==> src/rtl/fetch_stage.sv <==
// Instruction fetch stage: owns the PC, drives combinational imem, and registers
// the returned word into an IF/ID register with valid/ready towards decode.
module fetch_stage #(
  parameter logic [31:0] RESET_PC  = 32'h0000_0000,
  parameter logic [31:0] NOP_INSTR = 32'h0000_0013
) (
  input  logic        clk,
  input  logic        rst,
  output logic [31:0] imem_addr,
  input  logic [31:0] imem_rdata,
  input  logic        redirect_valid,
  input  logic [31:0] redirect_pc,
  input  logic        id_ready,
  output logic        id_valid,
  output logic [31:0] id_instr,
  output logic [31:0] id_pc,
  output logic [31:0] id_pc_plus4,
  output logic        fetch_fault,
  output logic [31:0] fault_pc
);

  typedef enum logic [1:0] {BOOT, RUN, FAULT} state_t;

  state_t      state_q, state_d;
  logic [31:0] pc_q, pc_d;
  logic        id_valid_q, id_valid_d;
  logic [31:0] id_instr_q, id_instr_d;
  logic [31:0] id_pc_q, id_pc_d;
  logic [31:0] id_pc_plus4_q, id_pc_plus4_d;
  logic        fetch_fault_q, fetch_fault_d;
  logic [31:0] fault_pc_q, fault_pc_d;
  logic        load;
  logic [31:0] pc_plus4;

  assign load     = ~id_valid_q | id_ready;
  assign pc_plus4 = pc_q + 32'd4;

  always_comb begin
    state_d       = state_q;
    pc_d          = pc_q;
    id_valid_d    = id_valid_q;
    id_instr_d    = id_instr_q;
    id_pc_d       = id_pc_q;
    id_pc_plus4_d = id_pc_plus4_q;
    fetch_fault_d = fetch_fault_q;
    fault_pc_d    = fault_pc_q;
    // A redirect overrides stall and load in every state.
    if (redirect_valid) begin
      id_valid_d = 1'b0;
      id_instr_d = NOP_INSTR;
      if (redirect_pc[1:0] == 2'b00) begin
        pc_d          = redirect_pc;
        state_d       = RUN;
        fetch_fault_d = 1'b0;
      end else begin
        state_d       = FAULT;
        fetch_fault_d = 1'b1;
        fault_pc_d    = redirect_pc;
      end
    end else begin
      case (state_q)
        BOOT: state_d = RUN;  // imem output may still be reset-gated; skip it
        RUN: begin
          if (load) begin
            id_valid_d    = 1'b1;
            id_instr_d    = imem_rdata;
            id_pc_d       = pc_q;
            id_pc_plus4_d = pc_plus4;
            pc_d          = pc_plus4;
          end
        end
        default: ;
      endcase
    end
  end

  always_ff @(posedge clk or posedge rst) begin
    if (rst) begin
      state_q       <= BOOT;
      pc_q          <= RESET_PC;
      id_valid_q    <= 1'b0;
      id_instr_q    <= NOP_INSTR;
      id_pc_q       <= 32'd0;
      id_pc_plus4_q <= 32'd0;
      fetch_fault_q <= 1'b0;
      fault_pc_q    <= 32'd0;
    end else begin
      state_q       <= state_d;
      pc_q          <= pc_d;
      id_valid_q    <= id_valid_d;
      id_instr_q    <= id_instr_d;
      id_pc_q       <= id_pc_d;
      id_pc_plus4_q <= id_pc_plus4_d;
      fetch_fault_q <= fetch_fault_d;
      fault_pc_q    <= fault_pc_d;
    end
  end

  assign imem_addr   = pc_q;
  assign id_valid    = id_valid_q;
  assign id_instr    = id_instr_q;
  assign id_pc       = id_pc_q;
  assign id_pc_plus4 = id_pc_plus4_q;
  assign fetch_fault = fetch_fault_q;
  assign fault_pc    = fault_pc_q;

endmodule

==> config.mk <==
export PLATFORM = sky130hd
export DESIGN_NAME = fetch_stage
export DESIGN_NICKNAME = d
export VERILOG_FILES = /design/src/rtl/fetch_stage.sv
export SDC_FILE = /design/constraint.sdc
export NUM_CORES = 1
export LEC_CHECK = 0
export ABC_AREA = 1
export CELL_PAD_IN_SITES_DETAIL_PLACEMENT = 0
export CELL_PAD_IN_SITES_GLOBAL_PLACEMENT = 2
export CORE_ASPECT_RATIO = 0.7
export CORE_MARGIN = 4
export CORE_UTILIZATION = 28
export CTS_CLUSTER_DIAMETER = 100
export CTS_CLUSTER_SIZE = 30
export DETAILED_ROUTE_END_ITERATION = 10
export GPL_ROUTABILITY_DRIVEN = 0
export PLACE_DENSITY = 0.89
export SKIP_CTS_REPAIR_TIMING = 1
export SLEW_MARGIN = 20
export SYNTH_ARGS = -nofsm -noshare
export SYNTH_HDL_FRONTEND = slang
export SYNTH_SLANG_ARGS = --single-unit
==> constraint.sdc <==
create_clock -name clk -period 12.5 [get_ports clk]
set_clock_uncertainty 0.1 [all_clocks]
set_input_delay 1.875 -clock clk [delete_from_list [all_inputs] [get_ports clk]]
set_output_delay 1.875 -clock clk [all_outputs]
set_load 0.02 [all_outputs]
==> Word-level counts from Yosys, hierarchy flattened <==
Cells that the tools add are included.
{ "totals": {"n_memories": 0, "wordCells": 38, "romBits": 0, "input_bits": 68, "out_inout_bits": 162, "ramBits": 0, "latchBits": 0, "regBits": 164} }
{ "op_classes": {"n_mul": 0, "div_mod_pow": 0, "reduce_logical": 9, "bitwise_logic": 4, "eq_ne": 2, "n_lt_le_gt_ge": 0, "n_mux": 14, "addsub": 1, "n_shift": 0} }
{ "ops": {"columns": ["operator", "n"], "rows": [
  ["2-to-1 mux 32 bit", 7],
  ["adder 32 x 3 -> 32 bit (second input constant)", 1],
  ["2-to-1 mux 2 bit", 3],
  ["AND reduction 3 bit", 2],
  ["nonzero test 2 bit", 3],
  ["logical NOT 2 bit", 2],
  ["2-to-1 mux 1 bit", 4],
  ["AND reduction 2 bit", 2],
  ["inverter 1 bit", 3],
  ["== test 2 x 1 -> 1 bit (second input constant)", 1],
  ["!= test 2 x 1 -> 1 bit (second input constant)", 1],
  ["bitwise OR 1 bit", 1]
]} }

==> Longest topological paths before layout <==
Gate-level depths: netlist (run 1).
{ "logic_depth": {"ltp_word": 5, "ltp_mapped": 10, "depth_no_buf": 10} }

==> Worst setup path after synthesis (run 1) <==
OpenSTA, ideal clock, no wires.
{ "synth_timing": {"path_kind": "input-to-reg", "from": "input id_ready", "to": "register id_pc_q[10] (netlist: id_pc[10])", "path_slack_ns": 9.590, "setup_ns": 0.130, "required_time_ns": 12.270, "t_arrival_ns": 2.681, "n_path_buf": 2, "stages": 9, "path_cell_list": "inv_1 > nand2_1 > nand2_1 > nor2_4 > inv_2 > buf_2 > buf_2 > nand2_1 > o21ai_1"} }
{ "synth_via": {"elab_chain_len": 2} }
{ "synth_rtl": {"columns": ["item", "line_no", "text"], "rows": [
  ["start, declared", "13", "input logic id_ready,"],
  ["bitwise OR 1 bit", "35", "assign load = ~id_valid_q | id_ready;"],
  ["AND reduction 3 bit (no line)", null, null],
  ["end signal, assigned", "92", "id_pc_q <= id_pc_d;"],
  ["end, declared", "28", "logic [31:0] id_pc_q, id_pc_d;"]
]} }
Every way passes these cells.
A chain may end at the register's enable or synchronous reset.

==> Worst setup path in the final report (run 1) <==
{ "layout_timing": {"from": "input redirect_valid", "to": "register pc_q[10] (netlist: imem_addr[10])"} }
{ "layout_via": {"elab_chain_len": 2, "elab_cells_between_ends": 5, "cone_classes": "eq/ne: 1; mux: 1; reduce/logical: 3"} }
{ "layout_rtl": {"columns": ["item", "line_no", "text"], "rows": [
  ["start, declared", "11", "input logic redirect_valid,"],
  ["!= test 2 x 1 -> 1 bit (no line) or nonzero test 2 bit (tied branches)", null, null],
  ["AND reduction 3 bit (no line)", null, null],
  ["end signal, assigned", "89", "pc_q <= pc_d;"],
  ["end, declared", "25", "logic [31:0] pc_q, pc_d;"]
]} }
Several ways; a longest one is shown, not always the timed one.

==> results.sh, run 1 <==
export IMPL_clk_pin_slew_ns=0.07
export IMPL_crit_chain="clkdlybuf4s50_1, buf_4, nand2_1, nand2_1, inv_2, buf_4, nand2_4, inv_2, o21ai_0, o22ai_1"
export IMPL_yosys_area_top_type="dfrtp_1"
export IMPL_cts_root_buf="clkbuf_16"
export IMPL_critPathCaptureType="register"
export IMPL_dieArea_sq_mm=0.0280
export IMPL_ys_seq_area_share_pct=57.3
export IMPL_instances_no_fill=1374
export IMPL_async_reset_ff_share_pct=100
export IMPL_synth_main_ff_cell="dfrtp_1"
export IMPL_grt_max_degree=105
export IMPL_ant_nets=0
export IMPL_syn_area_per_cell_sq_um=8.62
export IMPL_r2r_start="state_q[1]"
export IMPL_yosysMostFrequentCell="nand2_1"
export IMPL_vias=6323
export IMPL_min_from="fault_pc[7]"
export IMPL_detailed_place_hpwl_mm=17.9
export IMPL_power_density_mw_per_mm2=195
export IMPL_cp_num_cells=10
export IMPL_crit_family="buffers and inverters"
export IMPL_io_pins=230
export IMPL_worstPathRequired_ns=12.75
export IMPL_ys_warn_count=0
export IMPL_row_count=48
export IMPL_clockBufferDepth=2
export IMPL_tightest_slew_ns=0.791
export IMPL_htreeDepth=4
export IMPL_antennaDiodeCount=0
export IMPL_ys_ff_latch=162
export IMPL_hold_depth=2
export IMPL_startpoint="redirect_valid"
export IMPL_synth_top_cell_area_share_pct=56.2
export IMPL_arrival_ns=4.74
export IMPL_synth_commonest_cells="nand2_1 (282), dfrtp_1 (159), inv_1 (62), nor2_1 (61), o21ai_0 (49)"
export IMPL_synth_edf_count=0
export IMPL_holdPathEnd="fault_pc[7]"
export IMPL_peakVddDrop_mv=0.103
export IMPL_rr_endpoint="imem_addr[10]"
export IMPL_post_route_period_util_pct=35.9
export IMPL_wirelength_mm=24.9
export IMPL_grt_pass1_vias=6231
export IMPL_period_needed_ns=4.49
export IMPL_criticalPathCategory="in2reg"
export IMPL_drv_slew=0
export IMPL_max_freq_ghz=0.223
export IMPL_hold_violations=0
export IMPL_p_leak_uw=0.00466
export IMPL_status="finished, final reports clean"
export IMPL_netlist_instances=822
export IMPL_grt_first_pass_wirelength_mm=38.3
export IMPL_vias_per_cell=4.60
export IMPL_area_growth_pct=44.9
export IMPL_yosysUniqueCellTypes=29
export IMPL_firstDrtPassIters=5
export IMPL_max_stage_delay_ns=0.46
export IMPL_syn_area_sq_mm=0.00709
export IMPL_reg2reg_depth=7
export IMPL_post_place_ws_ns=7.56
export IMPL_antenna_found_initial=0
export IMPL_slew_headroom_pct=47.3
export IMPL_slowest_stage="inv_2"
export IMPL_core_sq_mm=0.0248
export IMPL_route_detailed_drc=0
export IMPL_rsz0062_at_grt="false"
export IMPL_cts_buffers=17
export IMPL_dp_cells=1341
export IMPL_wl_per_cell_um=18.1
export IMPL_clk_latency_ns=0.44
export IMPL_io_buffer_count=229
export IMPL_fp_dieH_um=141
export IMPL_setup_violations=0
export IMPL_synthTopCellsByArea="dfrtp_1 (56%), nand2_1 (15%), a22o_1 (3.6%)"
export IMPL_die_w_um=198
export IMPL_tns_ns=0
export IMPL_overflow=0
export IMPL_fin_ws_ns=8.01
export IMPL_cts_tree="yes"
export IMPL_grtUsageTotal_pct=17.9
export IMPL_mappedNetlistNets=891
export IMPL_initial_core_util_pct=28.6
export IMPL_fin_nets=1105
export IMPL_hold_class="reg2reg"
export IMPL_drv_cap=0
export IMPL_startpoint_type="input port"
export IMPL_drtIter0Drc=423
export IMPL_crit_fanout=53
export IMPL_r2r_slack_ns=10.33
export IMPL_clock_sinks=162
export IMPL_nFillCells=2525
export IMPL_layout_drive_gt1_share_pct=5.82
export IMPL_crit_buf_inv=5
-- registers in the layout, indices dropped and copies added, names as in the netlist --
name	count
id_pc_plus4	30
fetch_fault	1
id_instr	32
fault_pc	32
imem_addr	32
state_q	2
id_pc	32
id_valid	1
-- per-layer routing --
| metal | wire length (um) | global-route usage [%] | up-vias |
|---|---|---|---|
| met5 | 0 | 0 | - |
| met2 | 9650 | 23.4 | 237 |
| met4 | 287 | 4.13 | 0 |
| li1 | - | - | 3082 |
| met1 | 12800 | 27.9 | 2986 |
| met3 | 2160 | 6.28 | 18 |
-- stage by stage --
| step | total power [uW] | hold WS, ns | utilization [%] | instance area [sq um] |
|---|---|---|---|---|
| 2_1_floorplan | 1070 | 0.364 | - | 7090 |
| 3_3_place_gp | 1440 | 0.355 | 38.8 | 9610 |
| 6_report | 2000 | 0.373 | 41.4 | 10300 |
| 3_5_place_dp | 1440 | 0.357 | 38.8 | 9610 |
| 5_1_grt | 2120 | 0.398 | 41.4 | 10300 |
| 4_1_cts | 2030 | 0.375 | 41.3 | 10200 |
-- cell usage in the layout, fill, tap and decap left out, types with 3 or more instances in the layout --
| cell type | Yosys | routed |
|---|---|---|
| inv_2 | 5 | 5 |
| nand2_2 | 3 | 3 |
| bufinv_16 | 0 | 3 |
| nand2_1 | 282 | 282 |
| inv_1 | 62 | 61 |
| o21ai_1 | 26 | 26 |
| o21ai_0 | 49 | 49 |
| nand3_1 | 36 | 36 |
| a22o_1 | 29 | 29 |
| nor2_2 | 5 | 5 |
| o22ai_1 | 6 | 6 |
| inv_6 | 0 | 6 |
| clkdlybuf4s50_1 | 0 | 229 |
| o22a_1 | 3 | 3 |
| clkbuf_16 | 0 | 17 |
| and2_1 | 3 | 3 |
| buf_4 | 5 | 6 |
| clkinv_4 | 0 | 3 |
| xor2_1 | 7 | 7 |
| nor2_1 | 61 | 61 |
| a31oi_1 | 13 | 13 |
| o21ai_2 | 3 | 3 |
| dfrtp_1 | 159 | 159 |
| a21oi_1 | 20 | 20 |
| dfstp_2 | 3 | 3 |
-- where the power goes --
group	leakage, uW	internal, uW	total [uW]	switching [uW]
registers	0.00203	645	743	98.1
logic	0.00233	300	688	388
clock network	0.000311	327	568	242
-- worst max path at each step --
stage                                to
final                     imem_addr[10]
after global routing      imem_addr[10]
after CTS                 imem_addr[10]
after detailed placement  imem_addr[10]
after global placement     imem_addr[8]
after floorplan             fault_pc[0]
-- layout make-up --
type,instances,area (sq um),share of cell area [%]
Sequential cell,162,4060,39.5
Multi-Input combinational cell,552,2550,24.9
Timing Repair Buffer,236,2360,23.0
Clock buffer,18,439,4.28
Tap cell,325,407,3.96
Inverter,67,256,2.50
Clock inverter,14,188,1.83
-- cell families (layout without fill, tap and decap cells) --
kind of cell / after synthesis / count (layout) / share of synthesized area, %
adders and majority gates: 1 / 1 / 0.177
DFF: 162 / 162 / 57.3
xor gates and xnor gates: 7 / 7 / 0.865
and+or+nand+nor: 393 / 393 / 22.1
buffers and inverters: 108 / 335 / 6.69
AOI/OAI and AO/OA: 151 / 151 / 12.9
-- worst reg2reg max path: cells and delay by family (launching register included) --
family,cells,cell delay (ns)
flip-flops,1,0.38
AND/OR/NAND/NOR,4,0.78
buffers and inverters,1,0.49
AO/OA/AOI/OAI,2,0.33
Power figures use the tool's default switching activity.
==> run 2, diff against run 1 <==
- CORE_UTILIZATION: 28 -> 26
- PLACE_DENSITY: 0.89 -> 0.84
- clock period: 12.5 -> 4.3 ns (I/O delays scaled with it)
==> results.sh, run 2 (same netlist as run 1, synthesis figures left out) <==
export IMPL_dpl_cell_area_sq_mm=0.00970
export IMPL_row_count=50
export IMPL_wirelength_mm=25.0
export IMPL_core_sq_mm=0.0268
export IMPL_max_freq_ghz=0.350
export IMPL_dieArea_sq_mm=0.0300
export IMPL_nFillCells=2795
export IMPL_arrival_ns=3.07
export IMPL_clk_latency_ns=0.44
export IMPL_drv_slew=0
export IMPL_route_detailed_drc=0
export IMPL_slew_headroom_pct=41.6
export IMPL_rsz0062_at_grt="false"
export IMPL_grtUsageTotal_pct=16.8
export IMPL_firstDrtPassIters=5
export IMPL_startpoint_type="input port"
export IMPL_io_pins=230
export IMPL_grt_pass1_vias=6218
export IMPL_drv_cap=0
export IMPL_slowest_stage="clkdlybuf4s50_1"
export IMPL_cts_tree="yes"
export IMPL_status="finished, final reports clean"
export IMPL_criticalPathCategory="in2reg"
export IMPL_hold_violations=0
export IMPL_power_density_mw_per_mm2=554
export IMPL_clk_pin_slew_ns=0.07
export IMPL_seq_power_share_pct=37.9
export IMPL_vias=6234
export IMPL_final_common_cell="nand2_1"
export IMPL_crit_buf_inv=4
export IMPL_fin_nets=1106
export IMPL_die_w_um=205
export IMPL_grt_util_met1_pct=26.2
export IMPL_clockBufferDepth=2
export IMPL_layout_drive_gt1_share_pct=5.90
export IMPL_grt_first_pass_wirelength_mm=38.9
export IMPL_post_place_ws_ns=0.929
export IMPL_multi_input_area_sq_mm=0.00255
export IMPL_tightest_slew_ns=0.870
export IMPL_clock_sinks=162
export IMPL_io_buffer_count=229
export IMPL_p_int_uw=3590
export IMPL_period_needed_ns=2.86
export IMPL_area_growth_pct=45.0
export IMPL_wl_per_cell_um=17.7
export IMPL_detailed_place_hpwl_mm=18.1
export IMPL_critPathCaptureType="register"
export IMPL_tns_ns=0
export IMPL_vias_per_cell=4.41
export IMPL_drtIter0Drc=316
export IMPL_final_util_pct=38.4
export IMPL_cts_buffers=17
export IMPL_worstPathRequired_ns=4.51
export IMPL_max_stage_delay_ns=0.46
export IMPL_htreeDepth=4
export IMPL_mostFrequentLayoutCells="nand2_1 (282), clkdlybuf4s50_1 (229), dfrtp_1 (159)"
export IMPL_switching_share_pct=36.9
export IMPL_hold_class="reg2reg"
export IMPL_regArea_sq_mm=0.00406
export IMPL_antenna_found_initial=1
export IMPL_overflow=0
export IMPL_antennaDiodeCount=0
export IMPL_post_route_period_util_pct=66.5
export IMPL_crit_family="buffers and inverters"
export IMPL_peakVddDrop_mv=0.271
export IMPL_initial_core_util_pct=26.5
export IMPL_grt_busiest_layer="met1"
export IMPL_fin_ws_ns=1.44
export IMPL_use_met3_pct=5.91
export IMPL_cts_root_buf="clkbuf_16"
export IMPL_stdcell_area_sq_mm=0.0103
export IMPL_grt_use_met2_pct=22.1
export IMPL_crit_fanout=35
export IMPL_ant_nets=0
export IMPL_crit_chain="clkdlybuf4s50_1, buf_4, nand2_1, nand2_1, inv_2, nand2_4, inv_2, o21ai_0, o22ai_1"
export IMPL_setup_violations=0
export IMPL_combPwrFrac_pct=35.1
export IMPL_p_clk_share_pct=27.0
export IMPL_p_leak_uw=0.00463
export IMPL_grt_max_degree=74
export IMPL_fp_dieH_um=146
export IMPL_p_switching_uw=2100
run 2: cell types whose count changed in the layout (fill, tap and decap cells not counted):
cell	before	now
buf_12	0	2
buf_16	1	0
bufinv_16	3	1
clkbuf_8	1	2
clkinv_2	1	2
clkinv_4	3	1
clkinvlp_4	0	4
inv_8	2	0
run 2: final timing paths:
kind                            slack [ns]      startpoint              end  cells after the start
worst max-delay path                  1.44  redirect_valid    imem_addr[10]                      9
worst min-delay path                  0.38     fault_pc[8]      fault_pc[8]                      2
worst max register to register        2.18    imem_addr[2]  id_pc_plus4[30]                     10
worst min register to register        0.38     fault_pc[8]      fault_pc[8]                      2
max in group asynchronous             2.81             rst         id_pc[3]                      3
min in group asynchronous             0.41             rst        id_pc[14]                      2
run 2: per-stage QoR:
stage / power (uW) / instances / hold slack, ns
floorplan: 3120 / 822 / 0.364
global placement: 4190 / 1382 / 0.357
detailed placement: 4190 / 1382 / 0.358
CTS: 5770 / 1414 / 0.376
global route: 6020 / 1414 / 0.403
finish: 5690 / 1414 / 0.377
run 2: layout make-up:
| class | instances | share of cell area, % |
|---|---|---|
| Clock buffer | 19 | 4.41 |
| Clock inverter | 13 | 1.21 |
| Inverter | 67 | 2.48 |
| Multi-Input combinational cell | 552 | 24.9 |
| Sequential cell | 162 | 39.5 |
| Tap cell | 364 | 4.43 |
| Timing Repair Buffer | 237 | 23.1 |
run 2: routing by layer:
layer	routed length (um)	part of all wire [%]
met1	13000	52
met2	9750	39
met3	2030	8.1
met4	165	0.66
met5	7	0.028
run 2: power by group through the flow:
stage / sequential, uW / combinational, uW / clock, uW
5_1_grt: 2210 / 2160 / 1650
2_1_floorplan: 2560 / 566 / 0
4_1_cts: 2160 / 2030 / 1580
3_3_place_gp: 2180 / 2010 / 0
3_5_place_dp: 2180 / 2020 / 0
6_report: 2160 / 2000 / 1530
run 2: worst register-to-register path: stages (launching register included):
cell,delay (ns)
dfrtp_1,0.48
ha_1,0.27
nand2_1,0.09
nor2_2,0.19
nand2_2,0.15
nor2_1,0.32
nand2_1,0.10
nand2_1,0.09
nand2_1,0.08
nand2_1,0.07
nand2_1,0.07
==> run 3, diff against run 2 <==
- clock period: 4.3 -> 2.9 ns (I/O delays scaled with it)
==> results.sh, run 3 (same netlist as run 1, synthesis figures left out) <==
export IMPL_status="finished, final reports clean"
export IMPL_power_density_mw_per_mm2=838
export IMPL_grt_pass1_vias=6312
export IMPL_grt_first_pass_wirelength_mm=38.7
export IMPL_clk_latency_ns=0.43
export IMPL_arrival_ns=2.41
export IMPL_antennaDiodeCount=0
export IMPL_met1_length_mm=13.3
export IMPL_overflow=0
export IMPL_clock_sinks=162
export IMPL_cts_tree="yes"
export IMPL_r2r_slack_ns=0.72
export IMPL_p_clk_share_pct=29.1
export IMPL_firstDrtPassIters=5
export IMPL_area_growth_pct=46.7
export IMPL_wl_per_cell_um=17.7
export IMPL_combPwrFrac_pct=34.1
export IMPL_htreeDepth=4
export IMPL_hold_class="reg2reg"
export IMPL_worstPathRequired_ns=3.13
export IMPL_critPathCaptureType="register"
export IMPL_startpoint="imem_addr[2]"
export IMPL_drv_slew=0
export IMPL_drv_cap=0
export IMPL_stdcell_area_sq_mm=0.0104
export IMPL_mostFrequentLayoutCells="nand2_1 (282), clkdlybuf4s50_1 (229), dfrtp_1 (159)"
export IMPL_setup_violations=0
export IMPL_antenna_found_initial=0
export IMPL_row_count=50
export IMPL_startpoint_type="register"
export IMPL_met3_wirelength_mm=1.86
export IMPL_p_leak_uw=0.00470
export IMPL_wirelength_mm=25.0
export IMPL_clk_pin_slew_ns=0.07
export IMPL_core_sq_mm=0.0268
export IMPL_slew_headroom_pct=62.5
export IMPL_cts_buffers=17
export IMPL_min_from="fault_pc[11]"
export IMPL_grt_max_degree=93
export IMPL_post_route_period_util_pct=75.2
export IMPL_dpl_cell_area_sq_mm=0.00975
export IMPL_final_common_cell="nand2_1"
export IMPL_seq_power_share_pct=36.8
export IMPL_hold_violations=0
export IMPL_clockBufferDepth=2
export IMPL_fin_nets=1109
export IMPL_r2r_start="imem_addr[2]"
export IMPL_tightest_slew_ns=0.562
export IMPL_ant_nets=0
export IMPL_io_buffer_count=229
export IMPL_topRoutingLayerUsed="met4"
export IMPL_wl_met2_mm=9.66
export IMPL_vias_per_cell=4.46
export IMPL_p_switching_uw=3040
export IMPL_crit_fanout=6
export IMPL_detailed_place_hpwl_mm=18.2
export IMPL_rsz0062_at_grt="false"
export IMPL_route_detailed_drc=0
export IMPL_grtUsageTotal_pct=16.7
export IMPL_cts_root_buf="clkbuf_16"
export IMPL_io_pins=230
export IMPL_period_needed_ns=2.18
export IMPL_fp_dieH_um=146
export IMPL_criticalPathCategory="reg2reg"
export IMPL_p_int_uw=5670
export IMPL_switching_share_pct=34.9
export IMPL_drtIter0Drc=381
export IMPL_layout_drive_gt1_share_pct=6.08
export IMPL_tns_ns=0
export IMPL_die_w_um=205
export IMPL_initial_core_util_pct=26.5
export IMPL_peakVddDrop_mv=0.423
export IMPL_dieArea_sq_mm=0.0300
export IMPL_vias=6320
export IMPL_max_freq_ghz=0.458
[run 3: cell types whose count changed in the layout (fill, tap and decap cells not counted), sizes merged]
cell / delta
buf: +3
bufinv: +4
clkbuf: +1
clkinv: +2
clkinvlp: -2
inv: -6
[run 3: critical path, stage by stage, from the launching register on]
cell and delay, ns:
dfrtp_1 0.47, ha_1 0.27, nand2_1 0.08, nor2_2 0.22, nand2_2 0.16, nor2_1 0.39, nand2_1 0.10, nand2_1 0.09
nand3_1 0.07, nand2_1 0.09, nand2_1 0.04
[run 3: metal layers]
metal  global-route usage [%]  up-vias
met3                     5.24       17
met4                     3.58        0
li1                         -     3095
met5                        0        -
met1                     26.5     3001
met2                     21.9      207
[run 3: metrics by stage]
step	hold WS [ns]	setup slack [ns]	cells	power, uW	util (%)
2_1_floorplan	0.364	0.311	822	4630	-
3_3_place_gp	0.356	0.619	1385	6230	36.4
3_5_place_dp	0.362	0.600	1385	6240	36.4
4_1_cts	0.378	0.719	1416	8820	38.8
5_1_grt	0.384	0.538	1416	9200	38.8
6_report	0.370	0.718	1416	8710	38.8
[run 3: path summary, 6_finish.rpt]
check / endpoint / cells after the start
worst max-delay path: imem_addr[28] / 10
worst min-delay path: fault_pc[11] / 2
worst max register to register: imem_addr[28] / 10
worst min register to register: fault_pc[11] / 2
max in group asynchronous: id_pc_plus4[10] / 3
min in group asynchronous: fault_pc[31] / 3
[run 3: power by group through the flow]
stage / clock network [uW] / logic (uW) / registers [uW]
4_1_cts: 2600 / 3010 / 3210
3_3_place_gp: 0 / 2990 / 3240
2_1_floorplan: 0 / 839 / 3790
6_report: 2540 / 2970 / 3210
5_1_grt: 2690 / 3230 / 3290
3_5_place_dp: 0 / 3000 / 3240
[run 3: cell type report]
type                            instances  area (sq um)
Tap cell                              364           455
Clock buffer                           20           467
Fill cell                            2788         16400
Sequential cell                       162          4060
Clock inverter                         11           183
Timing Repair Buffer                  240          2420
Inverter                               67           255
Multi-Input combinational cell        552          2550
